[config.mk]
export PLATFORM = sky130hd
export DESIGN_NAME = bregs_arbiter
export DESIGN_NICKNAME = d
export VERILOG_FILES = /design/src/rtl/bregs_pkg.sv /design/src/rtl/rr_arb2.sv /design/src/rtl/bregs_arbiter.sv
export SDC_FILE = /design/constraint.sdc
export NUM_CORES = 1
export LEC_CHECK = 0
export ABC_CLOCK_PERIOD_IN_PS = 1900
export CORE_UTILIZATION = 44
export CTS_CLUSTER_DIAMETER = 50
export DETAILED_ROUTE_END_ITERATION = 8
export GPL_TIMING_DRIVEN = 0
export MAX_ROUTING_LAYER = met4
export PLACE_DENSITY = 0.8
export SYNTH_ARGS = -nofsm -noshare
export SYNTH_HDL_FRONTEND = slang
export SYNTH_SLANG_ARGS = --single-unit
[constraint.sdc]
create_clock -name clk -period 1.9 [get_ports clk]
set_clock_uncertainty 0.2 [all_clocks]
set_input_delay 0.38 -clock clk [delete_from_list [all_inputs] [get_ports clk]]
set_output_delay 0.38 -clock clk [all_outputs]
set_load 0.02 [all_outputs]
[src/rtl/bregs_pkg.sv]
// rtl/bregs_pkg.sv - shared encodings for the register-bank arbiter
package bregs_pkg;

  typedef enum logic [1:0] {
    S_IDLE = 2'd0,
    S_EXEC = 2'd1,
    S_RESP = 2'd2
  } state_e;

  typedef enum logic {
    OP_READ  = 1'b0,
    OP_WRITE = 1'b1
  } op_e;

  localparam logic C0 = 1'b0;
  localparam logic C1 = 1'b1;

endpackage

[src/rtl/rr_arb2.sv]
// rtl/rr_arb2.sv - two-way round-robin arbiter with registered priority
module rr_arb2
  import bregs_pkg::*;
(
  input  logic       clk,
  input  logic       clk_n,
  input  logic [1:0] req,
  input  logic       update,
  output logic [1:0] win,
  output logic       win_id,
  output logic       prio
);

  always_comb begin
    win_id = prio;
    if (req == 2'b01)
      win_id = C0;
    else if (req == 2'b10)
      win_id = C1;
    win = 2'b00;
    if (req != 2'b00)
      win = (win_id == C1) ? 2'b10 : 2'b01;
  end

  // Priority passes to the loser of every grant.
  always_ff @(posedge clk) begin
    if (!clk_n)
      prio <= C0;
    else if (update)
      prio <= ~win_id;
  end

endmodule

[src/rtl/bregs_arbiter.sv]
// rtl/bregs_arbiter.sv - two-client arbiter/sequencer for the 4-entry register bank
module bregs_arbiter
  import bregs_pkg::*;
#(
  parameter int Size = 8,
  parameter int AW   = 2
) (
  input  logic            clk,
  input  logic            clk_n,
  input  logic            req_0,
  input  logic            wr_0,
  input  logic [AW-1:0]   addr1_0,
  input  logic [AW-1:0]   addr2_0,
  input  logic [Size-1:0] wdata_0,
  output logic            gnt_0,
  output logic            rvalid_0,
  output logic [Size-1:0] rdata1_0,
  output logic [Size-1:0] rdata2_0,
  input  logic            req_1,
  input  logic            wr_1,
  input  logic [AW-1:0]   addr1_1,
  input  logic [AW-1:0]   addr2_1,
  input  logic [Size-1:0] wdata_1,
  output logic            gnt_1,
  output logic            rvalid_1,
  output logic [Size-1:0] rdata1_1,
  output logic [Size-1:0] rdata2_1,
  output logic [AW-1:0]   ba1,
  output logic [AW-1:0]   ba2,
  output logic [Size-1:0] bwd,
  output logic            bwe,
  input  logic [Size-1:0] brd1,
  input  logic [Size-1:0] brd2
);

  state_e     state;
  op_e        op;
  logic       owner;
  logic [1:0] win;
  logic       win_id;
  logic       prio;
  logic       arb_update;

  assign arb_update = (state == S_IDLE) && (req_0 || req_1);

  rr_arb2 u_arb (
    .clk    (clk),
    .clk_n  (clk_n),
    .req    ({req_1, req_0}),
    .update (arb_update),
    .win    (win),
    .win_id (win_id),
    .prio   (prio)
  );

  // The bank-driving registers double as the request latch for addr1/addr2/wdata.
  always_ff @(posedge clk) begin
    if (!clk_n) begin
      state    <= S_IDLE;
      op       <= OP_READ;
      owner    <= C0;
      gnt_0    <= 1'b0;
      gnt_1    <= 1'b0;
      rvalid_0 <= 1'b0;
      rvalid_1 <= 1'b0;
      rdata1_0 <= '0;
      rdata2_0 <= '0;
      rdata1_1 <= '0;
      rdata2_1 <= '0;
      ba1      <= '0;
      ba2      <= '0;
      bwd      <= '0;
      bwe      <= 1'b0;
    end else begin
      case (state)
        S_IDLE: begin
          if (arb_update) begin
            owner <= win_id;
            gnt_0 <= win[0];
            gnt_1 <= win[1];
            if (win_id == C1) begin
              op  <= op_e'(wr_1);
              ba1 <= addr1_1;
              ba2 <= addr2_1;
              bwd <= wdata_1;
              bwe <= wr_1;
            end else begin
              op  <= op_e'(wr_0);
              ba1 <= addr1_0;
              ba2 <= addr2_0;
              bwd <= wdata_0;
              bwe <= wr_0;
            end
            state <= S_EXEC;
          end
        end
        S_EXEC: begin
          gnt_0 <= 1'b0;
          gnt_1 <= 1'b0;
          bwe   <= 1'b0;
          if (owner == C1) begin
            rvalid_1 <= 1'b1;
            if (op == OP_READ) begin
              rdata1_1 <= brd1;
              rdata2_1 <= brd2;
            end
          end else begin
            rvalid_0 <= 1'b1;
            if (op == OP_READ) begin
              rdata1_0 <= brd1;
              rdata2_0 <= brd2;
            end
          end
          state <= S_RESP;
        end
        S_RESP: begin
          rvalid_0 <= 1'b0;
          rvalid_1 <= 1'b0;
          state    <= S_IDLE;
        end
        default: state <= S_IDLE;
      endcase
    end
  end

endmodule
==> load_flow_metrics.sql, run 1 <==
INSERT INTO impl_metrics (metric_group, metric, value, unit) VALUES
('run_status', 'status', 'finished clean', ''),
('clocking', 'clock_insertion_delay_worst_skew', '300', 'ps'),
('power_and_ir_drop', 'power_density_relative_to_cell_area', '751', 'mW/mm^2'),
('final_layout', 'antenna_cells_inserted', '0', ''),
('sta', 'fmax', '0.536', 'GHz'),
('yosys', 'synth.distinct_cells', '36', ''),
('floorplan', 'rows', '26', ''),
('final_layout', 'n_fill_cell', '439', ''),
('clocking', 'tritoncts', 'yes', ''),
('power_and_ir_drop', 'p_comb_share', '25.1', '%'),
('routing', 'drt_pass1_iterations', '4', ''),
('placement', 'numPlacedInstances', '428', ''),
('worst_setup_path', 'critPathLaunchType', 'flop', ''),
('sta', 'drv_slew', '0', ''),
('placement', 'hpwl_after_detailed_placement', '4.66', 'mm'),
('placement', 'detailedPlace.worstSlack', '-437', 'ps'),
('yosys', 'netlist_top_cells_count', 'nand2_1 (68), dfxtp_1 (54), a21boi_0 (22)', ''),
('worst_setup_path', 'r2r-start', 'state[1]', ''),
('worst_setup_path', 'cp_max_fo', '2', ''),
('yosys', 'synth_top_area_share', '43.5', '%'),
('worst_setup_path', 'timing.critical_path.required', '1320', 'ps'),
('power_and_ir_drop', 'cell_int_power', '0.00197', 'W'),
('power_and_ir_drop', 'clock_power_share', '28.4', '%'),
('worst_setup_path', 'worstSetupPathType', 'reg -> out', ''),
('final_layout', 'ratio_of_cells_with_drive_above_1_in_the_final_layout', '12.8', '%'),
('worst_setup_path', 'r2r_setup_slack', '110', 'ps'),
('yosys', 'primary_ff_master_synth', 'dfxtp_1', ''),
('worst_setup_path', 'path_delay_family', 'buffers and inverters', ''),
('placement', 'place_area', '0.00349', 'sq mm'),
('yosys', 'synthesis.yosys.warnings', '0', ''),
('yosys', 'yosys_register_bits', '54', ''),
('routing', 'vias', '2332', ''),
('power_and_ir_drop', 'report.power.total', '0.00272', 'W'),
('worst_setup_path', 'path_cells', 'clkdlybuf4s50_1', ''),
('routing', 'viasPerCell', '5.35', ''),
('sta', 'setup_slack', '34.7', 'ps'),
('clocking', 'clk_slew_on_worst_s_h_paths', '90', 'ps'),
('worst_setup_path', 'crit_slowest_cell', 'clkdlybuf4s50_1', ''),
('clocking', 'cts.root.buffer_cell', 'clkbuf_8', ''),
('global_route', 'grt_max_degree', '16', ''),
('global_route', 'initial_antenna_violation_count', '0', ''),
('yosys', 'post_synth_instance_area', '0.00248', 'sq mm'),
('min_path', 'min-delay-path-class', 'in -> reg', ''),
('final_layout', 'final_nets', '412', ''),
('power_and_ir_drop', 'cellLeakagePower', '1.31', 'nW'),
('min_path', 'endpoint_with_the_worst_hold_slack', 'bwd[4]', ''),
('final_layout', 'final_cell_count_no_fill', '436', ''),
('sta', 'timing.setup.tns', '0', 'ps'),
('clocking', 'clock_tree.buffer_depth', '2', ''),
('floorplan', 'floorplan.die.width', '77.1', 'microns'),
('placement', 'port_buffers', '92', ''),
('sta', 'slew_limit_headroom', '66.5', '%'),
('sta', 'rsz0062_at_grt', 'no', ''),
('final_layout', 'post-route-cell-area', '0.00362', 'sq mm'),
('yosys', 'syn_nets', '312', ''),
('floorplan', 'initial_utilization', '47.1', '%'),
('routing', 'detail-route-antenna-nets', '0', ''),
('floorplan', 'placeableCoreArea', '0.00527', 'sq mm'),
('worst_setup_path', 'critPathBufInv', '1', ''),
('sta', 'hold_viol', '0', ''),
('sta', 'final.period_utilization', '98.2', '%'),
('power_and_ir_drop', 'power.share.switching', '27.5', '%'),
('sta', 'tightest_slew', '490', 'ps'),
('routing', 'post-route-drc-count', '0', ''),
('final_layout', 'areaGrowthSynthToFinish', '46.0', '%'),
('clocking', 'h-tree-depth', '2', ''),
('yosys', 'synthesis.instances', '266', ''),
('yosys', 'syn-mean-instance-area', '9.33', 'sq um'),
('power_and_ir_drop', 'power.net_switching', '0.000749', 'W'),
('yosys', 'synth_seq_area_share', '43.5', '%'),
('job', 'maxCapViolations', '0', '');
-- layer usage --
| metal | up-vias | track usage (%) | share of wire [%] | wire [microns] |
|---|---|---|---|---|
| met5 | - | - | 0 | 0 |
| met4 | 0 | 3.96 | 0.68 | 44 |
| met3 | 5 | 4.64 | 6.5 | 417 |
| met2 | 101 | 39.4 | 49 | 3140 |
| met1 | 1072 | 28.3 | 44 | 2860 |
| li1 | 1154 | - | - | - |
-- what timing repair did --
item,CTS,global route
buffers inserted,0,1
endpoints found under the setup margin,2,9
resized for setup,1,7
-- worst max-delay path by stage --
stage	cells after the start	end	slack [ps]
after global routing	6	ba2[0]	6
after CTS	1	rvalid_1	20
after global placement	5	bwd[1]	-440
after detailed placement	5	bwd[1]	-440
after floorplan	6	bwd[5]	290
final	1	bwd[6]	30
-- cell usage in the layout (no fill, tap or decap), types with 9 or more instances in the layout --
| cell type | count |
|---|---|
| a21oi_1 | 14 |
| nand2_1 | 68 |
| nor4b_1 | 12 |
| a21boi_1 | 13 |
| dfxtp_1 | 53 |
| a2111oi_2 | 9 |
| clkdlybuf4s50_1 | 86 |
| buf_2 | 10 |
| a2111oi_0 | 11 |
| a21boi_0 | 22 |
-- area by class of cell --
type / count / area, sq um / share of cell area (%)
Sequential cell: 54 / 1080 / 29.9
Tap cell: 70 / 87.6 / 2.42
Timing Repair Buffer: 93 / 940 / 25.9
Inverter: 4 / 15.0 / 0.414
Multi-Input combinational cell: 181 / 1210 / 33.4
Buffer: 27 / 176 / 4.87
Clock buffer: 6 / 82.6 / 2.28
Clock inverter: 1 / 30.0 / 0.828
-- kinds of logic (layout without fill, tap and decap cells) --
logic type	Yosys count	in the layout	synth area share (%)
compound gates	85	85	29.1
simple gates	96	96	19.7
buf+inv	31	131	7.71
flops	54	54	43.5
-- state kept, by name, indices dropped and copies added, names as in the netlist --
name        flops
gnt_0           1
rdata1_0        8
rdata1_1        8
rdata2_1        8
ba2             2
state           2
bwd             8
u_arb.prio      1
gnt_1           1
owner           1
ba1             2
op              1
bwe             1
rdata2_0        8
rvalid_0        1
rvalid_1        1
-- metrics by stage --
step	util (%)	hold WS (ps)
after floorplan	-	305
after global placement	66.2	241
after detailed placement	66.2	246
after CTS	68.4	233
after global routing	68.8	248
final	68.8	242
-- power groups by stage --
stage	clock (W)	combinational, W	sequential, W
5_1_grt	0.000838	0.000731	0.00128
4_1_cts	0.000790	0.000682	0.00127
6_report	0.000772	0.000684	0.00127
3_5_place_dp	0	0.000678	0.00129
3_3_place_gp	0	0.000671	0.00129
2_1_floorplan	0	0.000290	0.00137
Note: power is estimated with default switching activity, not from simulation.
==> run 2, diff against run 1 <==
--- a/config.mk
+++ b/config.mk
@@ -9,9 +9,9 @@
 export CORE_UTILIZATION = 44
 export CTS_CLUSTER_DIAMETER = 50
 export DETAILED_ROUTE_END_ITERATION = 8
-export GPL_TIMING_DRIVEN = 0
 export MAX_ROUTING_LAYER = met4
 export PLACE_DENSITY = 0.8
+export SETUP_SLACK_MARGIN = 0.4
 export SYNTH_ARGS = -nofsm -noshare
 export SYNTH_HDL_FRONTEND = slang
 export SYNTH_SLANG_ARGS = --single-unit
==> run 2 against run 1 <==
  * Fmax is 15% higher
  * Non-clock buffer count is 7 higher
  * Combinational power is 17% higher
  * Critical path depth is 4 higher
  * Critical path type is now reg -> reg
  * Largest power group unchanged
==> load_flow_metrics.sql, run 2 (synthesized netlist as in run 1, its figures left out) <==
INSERT INTO impl_metrics (metric_group, metric, value, unit) VALUES
('run_status', 'status', 'finished clean', ''),
('routing', 'per_cell_routed_wire_length', '15.7', 'microns'),
('placement', 'hpwl_after_detailed_placement', '4.58', 'mm'),
('clocking', 'cts_num_sinks', '54', ''),
('worst_setup_path', 'path_cells', 'buf_6, or4b_4, buf_8, nand2_2, a21boi_2', ''),
('placement', 'place_congestion', '0.754', ''),
('power_and_ir_drop', 'seq_power_share', '44.7', '%'),
('worst_setup_path', 'critical_path_depth', '5', ''),
('clocking', 'clk_slew_on_worst_s_h_paths', '100', 'ps'),
('final_layout', 'n_fill_cell', '408', ''),
('clocking', 'cts.root.buffer_cell', 'clkbuf_8', ''),
('placement', 'port_buffers', '94', ''),
('clocking', 'clock_insertion_delay_worst_skew', '310', 'ps'),
('worst_setup_path', 'crit_arrival', '1630', 'ps'),
('final_layout', 'ratio_of_cells_with_drive_above_1_in_the_final_layout', '38.2', '%'),
('global_route', 'initial_antenna_violation_count', '0', ''),
('final_layout', 'most_common_library_cell_in_the_layout_ignoring_fill_and_taps', 'nand2_1', ''),
('global_route', 'grt_first_pass_wirelength', '11.5', 'mm'),
('routing', 'routed_wirelength', '6.97', 'mm'),
('floorplan', 'die_area', '0.00595', 'sq mm'),
('power_and_ir_drop', 'p_comb_share', '28.2', '%'),
('sta', 'timing.setup.tns', '0', 'ps'),
('worst_setup_path', 'critPathBufInv', '2', ''),
('sta', 'setup_viol', '0', ''),
('clocking', 'cts_made_buffers', '5', ''),
('power_and_ir_drop', 'clock_power_share', '27.1', '%'),
('min_path', 'min-delay-path-class', 'reg -> reg', ''),
('routing', 'detail-route-antenna-nets', '0', ''),
('job', 'maxCapViolations', '0', ''),
('global_route', 'overflow', '0', ''),
('sta', 'hold_viol', '0', ''),
('global_route', 'groute.usage.overall', '24.7', '%'),
('floorplan', 'placeableCoreArea', '0.00527', 'sq mm'),
('final_layout', 'final_cell_count_no_fill', '444', ''),
('worst_setup_path', 'worst_setup_path_startpoint', 'state[1]', ''),
('sta', 'tightest_slew', '436', 'ps'),
('power_and_ir_drop', 'cell_int_power', '0.00198', 'W'),
('worst_setup_path', 'r2r-start', 'state[1]', ''),
('final_layout', 'layout_common_cells', 'nand2_1 (58), buf_2 (49), dfxtp_1 (48)', ''),
('sta', 'period_minus_slack', '1630', 'ps'),
('floorplan', 'rows', '26', ''),
('final_layout', 'post-route-cell-area', '0.00381', 'sq mm'),
('final_layout', 'areaGrowthSynthToFinish', '53.4', '%'),
('clocking', 'cts.hold.buffers_added', '0', ''),
('clocking', 'tritoncts', 'yes', ''),
('clocking', 'clock_tree.buffer_depth', '2', ''),
('worst_setup_path', 'critPathCapture', 'rdata1_0[3]', ''),
('sta', 'rsz0062_at_grt', 'yes', ''),
('routing', 'viasPerCell', '5.53', ''),
('final_layout', 'post-route-util', '72.2', '%'),
('clocking', 'h-tree-depth', '2', ''),
('sta', 'fmax', '0.614', 'GHz'),
('worst_setup_path', 'path_delay_family', 'simple AND/OR/NAND/NOR gates', ''),
('placement', 'numPlacedInstances', '422', ''),
('floorplan', 'floorplan.die.width', '77.1', 'microns'),
('floorplan', 'boundaryPins', '95', ''),
('final_layout', 'antenna_cells_inserted', '0', ''),
('worst_setup_path', 'crit_slowest_cell', 'or4b_4', ''),
('worst_setup_path', 'timing.critical_path.required', '1910', 'ps'),
('sta', 'final.period_utilization', '85.7', '%'),
('power_and_ir_drop', 'report.power.total', '0.00284', 'W'),
('power_and_ir_drop', 'power.net_switching', '0.000856', 'W'),
('power_and_ir_drop', 'cellLeakagePower', '1.44', 'nW'),
('power_and_ir_drop', 'power.share.switching', '30.2', '%'),
('worst_setup_path', 'worstSetupPathType', 'reg -> reg', ''),
('worst_setup_path', 'critPathLaunchType', 'flop', ''),
('worst_setup_path', 'max_stage_delay', '570', 'ps'),
('power_and_ir_drop', 'power_density_relative_to_cell_area', '745', 'mW/mm^2'),
('floorplan', 'initial_utilization', '47.1', '%'),
('floorplan', 'die_y', '77.1', 'microns'),
('worst_setup_path', 'worstReg2RegEnd', 'rdata1_0[3]', ''),
('routing', 'vias', '2454', ''),
('final_layout', 'final_nets', '419', ''),
('placement', 'place_area', '0.00365', 'sq mm'),
('sta', 'drv_slew', '0', ''),
('power_and_ir_drop', 'ir_worst_vdd', '369', 'uV'),
('worst_setup_path', 'critPathCaptureType', 'flop', ''),
('global_route', 'grt_max_degree', '55', ''),
('worst_setup_path', 'r2r_setup_slack', '270', 'ps'),
('routing', 'drt_pass1_iterations', '4', ''),
('routing', 'post-route-drc-count', '0', ''),
('global_route', 'grt_pass1_vias', '2373', ''),
('sta', 'slew_limit_headroom', '70.9', '%'),
('worst_setup_path', 'cp_max_fo', '8', ''),
('worst_setup_path', 'r2r_cells', '5', ''),
('routing', 'first_iter_violations', '102', '');
-- run 2: repair_timing --
item,CTS,global route
endpoints found under the setup margin,100,64
endpoints found under the hold margin,0,0
setup buffers,8,4
gates resized for setup,220,40
pin swaps,13,6
cloned,2,0
-- run 2: power by group through the flow --
stage	sequential, W	clock (W)	combinational, W
floorplan	0.00137	0	0.000337
finish	0.00127	0.000769	0.000799
CTS	0.00127	0.000792	0.000767
global route	0.00128	0.000845	0.000851
global placement	0.00129	0	0.000732
detailed placement	0.00129	0	0.000744
-- run 2: worst min path at each step --
| stage | start | to | cells after the start |
|---|---|---|---|
| final | rdata2_0[0] | rdata2_0[0] | 2 |
| after global routing | rdata1_1[2] | rdata1_1[2] | 2 |
| after CTS | rdata2_0[0] | rdata2_0[0] | 2 |
| after detailed placement | rdata2_0[0] | rdata2_0[0] | 2 |
| after global placement | rdata2_0[5] | rdata2_0[5] | 2 |
| after floorplan | op | op | 2 |
-- run 2: final cells by class --
| type | instances | area (sq um) | area share (%) |
|---|---|---|---|
| Tap cell | 70 | 87.6 | 2.30 |
| Clock buffer | 6 | 72.6 | 1.91 |
| Timing Repair Buffer | 127 | 1020 | 26.7 |
| Multi-Input combinational cell | 181 | 1480 | 38.9 |
| Clock inverter | 2 | 37.5 | 0.986 |
| Inverter | 4 | 21.3 | 0.559 |
| Sequential cell | 54 | 1090 | 28.7 |
-- run 2: per-stage QoR --
step	worst slack, ps	hold slack (ps)
2_1_floorplan	330	280
3_3_place_gp	-63.0	237
3_5_place_dp	-138	242
4_1_cts	293	256
5_1_grt	234	273
6_report	271	251
-- run 2: metal layers --
layer,wire length (microns),track usage (%)
met5,0,-
met4,64,5.09
met3,372,4.88
met2,3520,43.0
met1,3010,29.3
-- run 2: tightest hold or removal path, cell delays in order (launching register included) --
cell and delay [ps]:
dfxtp_1 320, nand2_1 50, a21boi_1 50
